## config.mk

```make
export PLATFORM = sky130hd
export DESIGN_NAME = hazard_stall_ctrl
export DESIGN_NICKNAME = d
export VERILOG_FILES = /design/src/rtl/hazard_stall_ctrl.sv
export SDC_FILE = /design/constraint.sdc
export NUM_CORES = 1
export LEC_CHECK = 0
export BUFFER_PORTS_ARGS = -buffer_cell sky130_fd_sc_hd__buf_2
export CAP_MARGIN = 15
export CORE_AREA = 3 3 40 42
export CTS_CLUSTER_DIAMETER = 120
export CTS_CLUSTER_SIZE = 12
export DETAILED_ROUTE_END_ITERATION = 6
export DIE_AREA = 0 0 43 45
export GPL_TIMING_DRIVEN = 0
export PLACE_DENSITY = 0.71
export SYNTH_ARGS = -nofsm -noshare
export SYNTH_HDL_FRONTEND = slang
export SYNTH_SLANG_ARGS = --single-unit
```

## constraint.sdc

```tcl
create_clock -name clk -period 4.5 [get_ports clk]
set_input_delay 1.35 -clock clk [delete_from_list [all_inputs] [get_ports clk]]
set_output_delay 1.35 -clock clk [all_outputs]
set_load 0.01 [all_outputs]
```

## src/rtl/hazard_stall_ctrl.sv

```systemverilog
// rtl/hazard_stall_ctrl.sv - pipeline hazard control: load-use stall, MULT/DIV HI/LO interlock, branch flush
// Optional HAZARD_STATS_EN adds saturating stall_cycles / flush_cycles outputs.
module hazard_stall_ctrl #(
   parameter int REG_W        = 5,
   parameter int MULDIV_LAT   = 32,
   parameter int FLUSH_CYCLES = 1
) (
   input  logic             clk,
   input  logic             rst_n,
   input  logic [REG_W-1:0] rs_ID,
   input  logic [REG_W-1:0] rt_ID,
   input  logic             uses_rs_ID,
   input  logic             uses_rt_ID,
   input  logic             muldiv_ID,
   input  logic             hilo_use_ID,
   input  logic             memread_EX,
   input  logic [REG_W-1:0] rt_EX,
   input  logic             branch_taken_EX,
   output logic             pc_write,
   output logic             ifid_write,
   output logic             ifid_flush,
   output logic             idex_bubble,
   output logic             muldiv_busy,
   output logic [1:0]       hazard_state
`ifdef HAZARD_STATS_EN
   ,
   output logic [31:0]      stall_cycles,
   output logic [31:0]      flush_cycles
`endif
);

   localparam int MD_W = $clog2(MULDIV_LAT + 1);
   localparam int FL_W = (FLUSH_CYCLES > 1) ? $clog2(FLUSH_CYCLES) : 1;

   typedef enum logic {RUN = 1'b0, FLUSH = 1'b1} stateT;

   stateT           state, stateNext;
   logic [FL_W-1:0] flushCnt, flushCntNext;
   logic [MD_W-1:0] mdCnt, mdCntNext;
   logic            flush, loadUse, mdStall, stall, issue;

   always_comb begin
      flush   = branch_taken_EX | (state == FLUSH);
      loadUse = memread_EX & (rt_EX != '0) &
                ((uses_rs_ID & (rs_ID == rt_EX)) | (uses_rt_ID & (rt_ID == rt_EX)));
      mdStall = (mdCnt != '0) & (muldiv_ID | hilo_use_ID);
      stall   = ~flush & (loadUse | mdStall);
      issue   = muldiv_ID & ~stall & ~flush & (mdCnt == '0);
   end

   // A taken branch (re)arms the extra flush cycles; the branch cycle itself is the first one.
   always_comb begin
      stateNext    = state;
      flushCntNext = flushCnt;
      if (branch_taken_EX && (FLUSH_CYCLES > 1)) begin
         stateNext    = FLUSH;
         flushCntNext = FL_W'(FLUSH_CYCLES - 1);
      end else if (state == FLUSH) begin
         flushCntNext = flushCnt - FL_W'(1);
         if (flushCnt <= FL_W'(1)) begin
            stateNext = RUN;
         end
      end
   end

   always_comb begin
      mdCntNext = mdCnt;
      if (issue) begin
         mdCntNext = MD_W'(MULDIV_LAT);
      end else if (mdCnt != '0) begin
         mdCntNext = mdCnt - MD_W'(1);
      end
   end

   always_ff @(posedge clk) begin
      if (!rst_n) begin
         state    <= RUN;
         flushCnt <= '0;
         mdCnt    <= '0;
      end else begin
         state    <= stateNext;
         flushCnt <= flushCntNext;
         mdCnt    <= mdCntNext;
      end
   end

   always_comb begin
      pc_write     = 1'b1;
      ifid_write   = 1'b1;
      ifid_flush   = 1'b0;
      idex_bubble  = 1'b0;
      muldiv_busy  = (mdCnt != '0);
      hazard_state = {flush, mdCnt != '0};
      if (!rst_n) begin
         pc_write     = 1'b0;
         ifid_write   = 1'b0;
         ifid_flush   = 1'b1;
         idex_bubble  = 1'b1;
         muldiv_busy  = 1'b0;
         hazard_state = 2'b00;
      end else if (flush) begin
         ifid_flush  = 1'b1;
         idex_bubble = 1'b1;
      end else if (stall) begin
         pc_write    = 1'b0;
         ifid_write  = 1'b0;
         idex_bubble = 1'b1;
      end
   end

`ifdef HAZARD_STATS_EN
   logic [31:0] stallCycles, flushCycles;

   always_ff @(posedge clk) begin
      if (!rst_n) begin
         stallCycles <= '0;
         flushCycles <= '0;
      end else begin
         if (stall && (stallCycles != 32'hFFFF_FFFF)) begin
            stallCycles <= stallCycles + 32'd1;
         end
         if (flush && (flushCycles != 32'hFFFF_FFFF)) begin
            flushCycles <= flushCycles + 32'd1;
         end
      end
   end

   assign stall_cycles = stallCycles;
   assign flush_cycles = flushCycles;
`endif

endmodule

```

## Word level (Yosys, flattened, before mapping)

Index checks and enable logic that the tools add are counted.

| storage, ports and cells | value |
|---|---|
| register bits after elaboration | 8 |
| output and inout bits | 7 |

| cells by class | value |
|---|---|
| equality and inequality tests | 2 |
| mux-type cells | 13 |
| $lt $le $gt $ge | 1 |
| add/subtract/negate cells | 2 |
| reduce and logical (&&, ||, !) cells | 6 |
| bitwise operators | 16 |

Operators with widths:

| operator | number |
|---|---|
| $mux 6 | 2 |
| $eq 5x5->1 | 2 |
| $mux 1 | 10 |
| $and 1x1->1 | 9 |
| $logic_not 6->1 | 1 |
| $reduce_bool 6->1 | 1 |
| $sub 6x1->6 const B | 1 |
| $reduce_bool 5->1 | 1 |
| $or 1x1->1 | 4 |
| $not 1->1 | 3 |
| $mux 2 | 1 |
| $reduce_and 2->1 | 1 |
| $reduce_bool 2->1 | 1 |
| $reduce_or 2->1 | 1 |
| $le 1x1->1 const B | 1 |
| $sub 1x1->1 const B | 1 |

## Depth between registers and ports, before layout

| depth | value |
|---|---|
| depth after elaboration | 11 |
| depth in mapped cells | 7 |
| mapped depth without buffers | 6 |

## Worst setup path before layout

Ideal clock, no wire load.

| timing path | value |
|---|---|
| path type | input -> output |
| start | input port rt_EX[1] |
| end | output port pc_write |
| slack | 0.710 ns |
| arrival | 2.440 ns |
| stages on the path | 4 |
| path through | or4_1 o21ai_0 o31a_1 buf_4 |

| between the ends | value |
|---|---|
| word-level cells in the longest chain between the ends | 9 |
| elaborated cells on any way between the ends | 13 |

RTL lines:

| element | RTL line | RTL |
|---|---|---|
| start: declaration | 17 | `input logic [REG_W-1:0] rt_EX,` |
| $eq 5x5->1 | 45 | `((uses_rs_ID & (rs_ID == rt_EX)) \| (uses_rt_ID & (rt_ID == rt_EX)));` |
| $and 1x1->1 | 45 |  |
| $or 1x1->1 | 45 |  |
| $and 1x1->1 (*) | 44 | `loadUse = memread_EX & (rt_EX != '0) &` |
| $or 1x1->1 (*) | 47 | `stall = ~flush & (loadUse \| mdStall);` |
| $and 1x1->1 (*) | 47 |  |
| $mux 1 (*) (3 in series) | -- |  |
| end: declaration | 19 | `output logic pc_write,` |

Every way passes the cells marked *; elsewhere a longest branch is shown, timed or not.

## Worst setup path in the final report

| timing path | value |
|---|---|
| start | input port rt_EX[0] |
| end | output port pc_write |

| between the ends | value |
|---|---|
| word-level cells in the longest chain between the ends | 9 |
| elaborated cells on any way between the ends | 13 |

RTL lines:

| element | RTL line | RTL |
|---|---|---|
| $eq 5x5->1 | 45 |  |
| $and 1x1->1 | 45 |  |
| $or 1x1->1 | 45 |  |
| $and 1x1->1 (*) | 44 |  |
| $or 1x1->1 (*) | 47 |  |
| $and 1x1->1 (*) | 47 |  |
| $mux 1 (*) | 104 | `end else if (stall) begin` |
| $mux 1 (*) | 101 | `end else if (flush) begin` |
| $mux 1 (*) | 94 | `if (!rst_n) begin` |

Marks and branches as above.

==> flow_summary.toml <==
[run_status]
status = "complete, no violations"

[synthesis]
ys.flop_type = "dfxtp_1"
synth_top_family_by_area = "compound AO/OA/AOI/OAI gates"
syn_area_um2 = 546.8
yosys.cell_types.count = 32
ys_ff_latch = 6
yosysWarningCount = 0
synthMuxAreaShare_pct = 0
syn_nets = 94
synthArstFlopShare_pct = 0
synth-adder-area-share_pct = 4.577
synth_compound_area_share_pct = 22.65
synth-simple-area-share_pct = 22.20
postSynthCellCount = 69
yosysSeqAreaShare_pct = 21.97
synth-xor-area-share_pct = 20.82
synth-edff-count = 0
syn_avg_cell_area_um2 = 7.924

[floorplanning]
io_pins = 30
fp-row-count = 13
core_area_um2 = 1285
dieHeight_um = 45
start_util_pct = 42.55
die_area_um2 = 1935
die_x_um = 43

[layout]
regMostFlops = "mdCnt"
area_growth_pct = 33.18
largest_registers = "mdCnt x6"
drive_above_1_share_pct = 36.00
diodes = 0
fill_cells = 125
final_common_cell = "buf_2"
largest_register_ffs = 6
layout.nets = 127
layout_common_cells = "buf_2 (29), xor2_1 (9), dfxtp_1 (6)"

[sta]
setup_slack_ns = 0.4561
slew_viol_final = 0
tightest_slew_ns = 0.4672
rsz0062_at_grt = "false"
skew_ns = 0.001099
setup_tns_ns = 0
hold_viol_final = 0
finalCritPeriodShare_pct = 89.86
max_freq_ghz = 0.2473
max-slew-margin-rel_pct = 68.85
finalSetupViolCount = 0
fin_crit_ns = 4.044

[clocking]
htree_num_levels = 1
ctsHoldBuffers = 0
worstSkewPairLatency_ns = 0.24
cts_root_buf = "clkbuf_4"
tritoncts = "built"
clk_path_buf_depth = 2
cts-resized-gates = 0
clock-sinks = 6
cts-buffers-inserted = 3
cts_setup_buffers = 0
clk_pin_slew_ns = 0.04

[place]
dp_hpwl_um = 1081
gp_congestion = 0.7866
io_buffer_count = 28
dp_worst_setup_slack_ns = 0.4405

[critical_path]
critPathMostFrequentCell = "buf_2"
arrival_ns = 2.69
r2r-end = "mdCnt[5]"
r2r_start = "mdCnt[2]"
crit_type = "input port to primary output"
cp_slowest_stage_delay_ns = 0.30
crit_path_end_kind = "primary output"
critPathSlowestCell = "o31a_1"
critPathMaxFanout = 5
cp_cell_sequence = "buf_2, xor2_1, nor4_1, a32oi_1, o31a_1, buf_4, buf_2"
reg2regPathDepth = 5
worstPathRequired_ns = 3.15
cp_top_family = "compound AO/OA/AOI/OAI gates"
startpoint_type = "input port"
cp_num_buf_inv = 3
reg2reg_slack_ns = 2.83

[detailed_routing]
remaining_drc_errors = 0
avgViaCountPerCell = 5.009
avgRoutedWirePerCell_um = 10.78
drt_iter0_drc = 11
drt_pass1_iterations = 4
ant_nets = 0
routed_wl_um = 1240
num_vias = 576

[worst_hold_path]
holdPathEnd = "mdCnt[4]"
whs_path_depth = 2
hp-start = "mdCnt[4]"
hold_class = "flop to flop"

[pwr]
leakage_nw = 0.3505
peakVddDrop_mv = 0.2468
power_density_nw_per_um2 = 521.6

[grt]
grt_pass1_wl_um = 1980
grt_usage_pct = 13.66
grt_pass1_vias = 508
grt-ovfl-total = 0
grt_max_degree = 10
antenna_found_initial = 0

[run]
max_cap_viol_count = 0
[worst reg2reg max path, delay by kind of cell, from the launching register on]
| family | cells | cell delay, ns |
|---|---|---|
| AND/OR/NAND/NOR | 2 | 0.83 |
| flip-flops | 1 | 0.33 |
| AO/OA/AOI/OAI | 2 | 0.29 |
| buffers and inverters | 1 | 0.17 |
[logic make-up after synthesis]
kind of cell / after synthesis
buf+inv: 9
simple gates: 22
compound gates: 17
fa+ha+maj: 2
flops: 6
xor+xnor: 13
[cell usage after synthesis, types with 2 or more instances]
master / count / share of area [%]
nand3_1: 2 / 1.8
ha_1: 2 / 4.6
o21ai_1: 2 / 1.8
xnor2_1: 4 / 6.4
xor2_1: 9 / 14
dfxtp_1: 6 / 22
o21ai_0: 4 / 3.7
or3_1: 2 / 2.3
o2111ai_1: 2 / 3.2
nand2_1: 3 / 2.1
o21a_1: 2 / 2.7
nor4_1: 2 / 2.3
inv_1: 5 / 3.4
nor2_1: 5 / 3.4
buf_4: 2 / 2.7
[metrics by stage]
step / std cells / hold slack (ns) / instance area (um2) / total power (W) / util, %
5_1_grt: 115 / 0.5381 / 728.2 / 0.0004189 / 56.67
3_5_place_dp: 112 / 0.5135 / 705.7 / 0.0003314 / 54.92
2_1_floorplan: 69 / 0.4726 / 546.8 / 0.0002718 / -
4_1_cts: 115 / 0.5248 / 728.2 / 0.0003823 / 56.67
3_3_place_gp: 112 / 0.4903 / 705.7 / 0.0003236 / 54.92
6_report: 115 / 0.5237 / 728.2 / 0.0003798 / 56.67
[worst max-delay path by stage]
stage | startpoint | endpoint | cells past startpoint
2_1_floorplan | rt_EX[1] | pc_write | 4
5_1_grt | rt_EX[0] | pc_write | 7
4_1_cts | rt_EX[0] | pc_write | 7
3_3_place_gp | rt_EX[0] | pc_write | 7
3_5_place_dp | rt_EX[0] | pc_write | 7
6_report | rt_EX[0] | pc_write | 7
[metal layers]
metal	GRT usage (%)	routed length, um
met2	24.25	620
met3	6.375	84
met5	0	0
met4	3.614	10
met1	14.70	524
[final cells by class]
type / count / area [um2] / area share (%)
buffer: 4 / 23.77 / 3.265
clock buffer: 3 / 22.52 / 3.093
inverter: 5 / 18.77 / 2.577
multi-input combinational: 54 / 384.1 / 52.75
sequential: 6 / 120.1 / 16.49
tap: 15 / 18.77 / 2.577
timing repair buffer: 28 / 140.1 / 19.24
[power breakdown]
group / switching, W / internal, W / total (W)
logic: 0.000125 / 0.000111 / 0.000236
clock network: 0.0000185 / 0.0000301 / 0.0000486
registers: 0.0000180 / 0.0000774 / 0.0000953
Note: power is estimated with default switching activity, not from simulation.
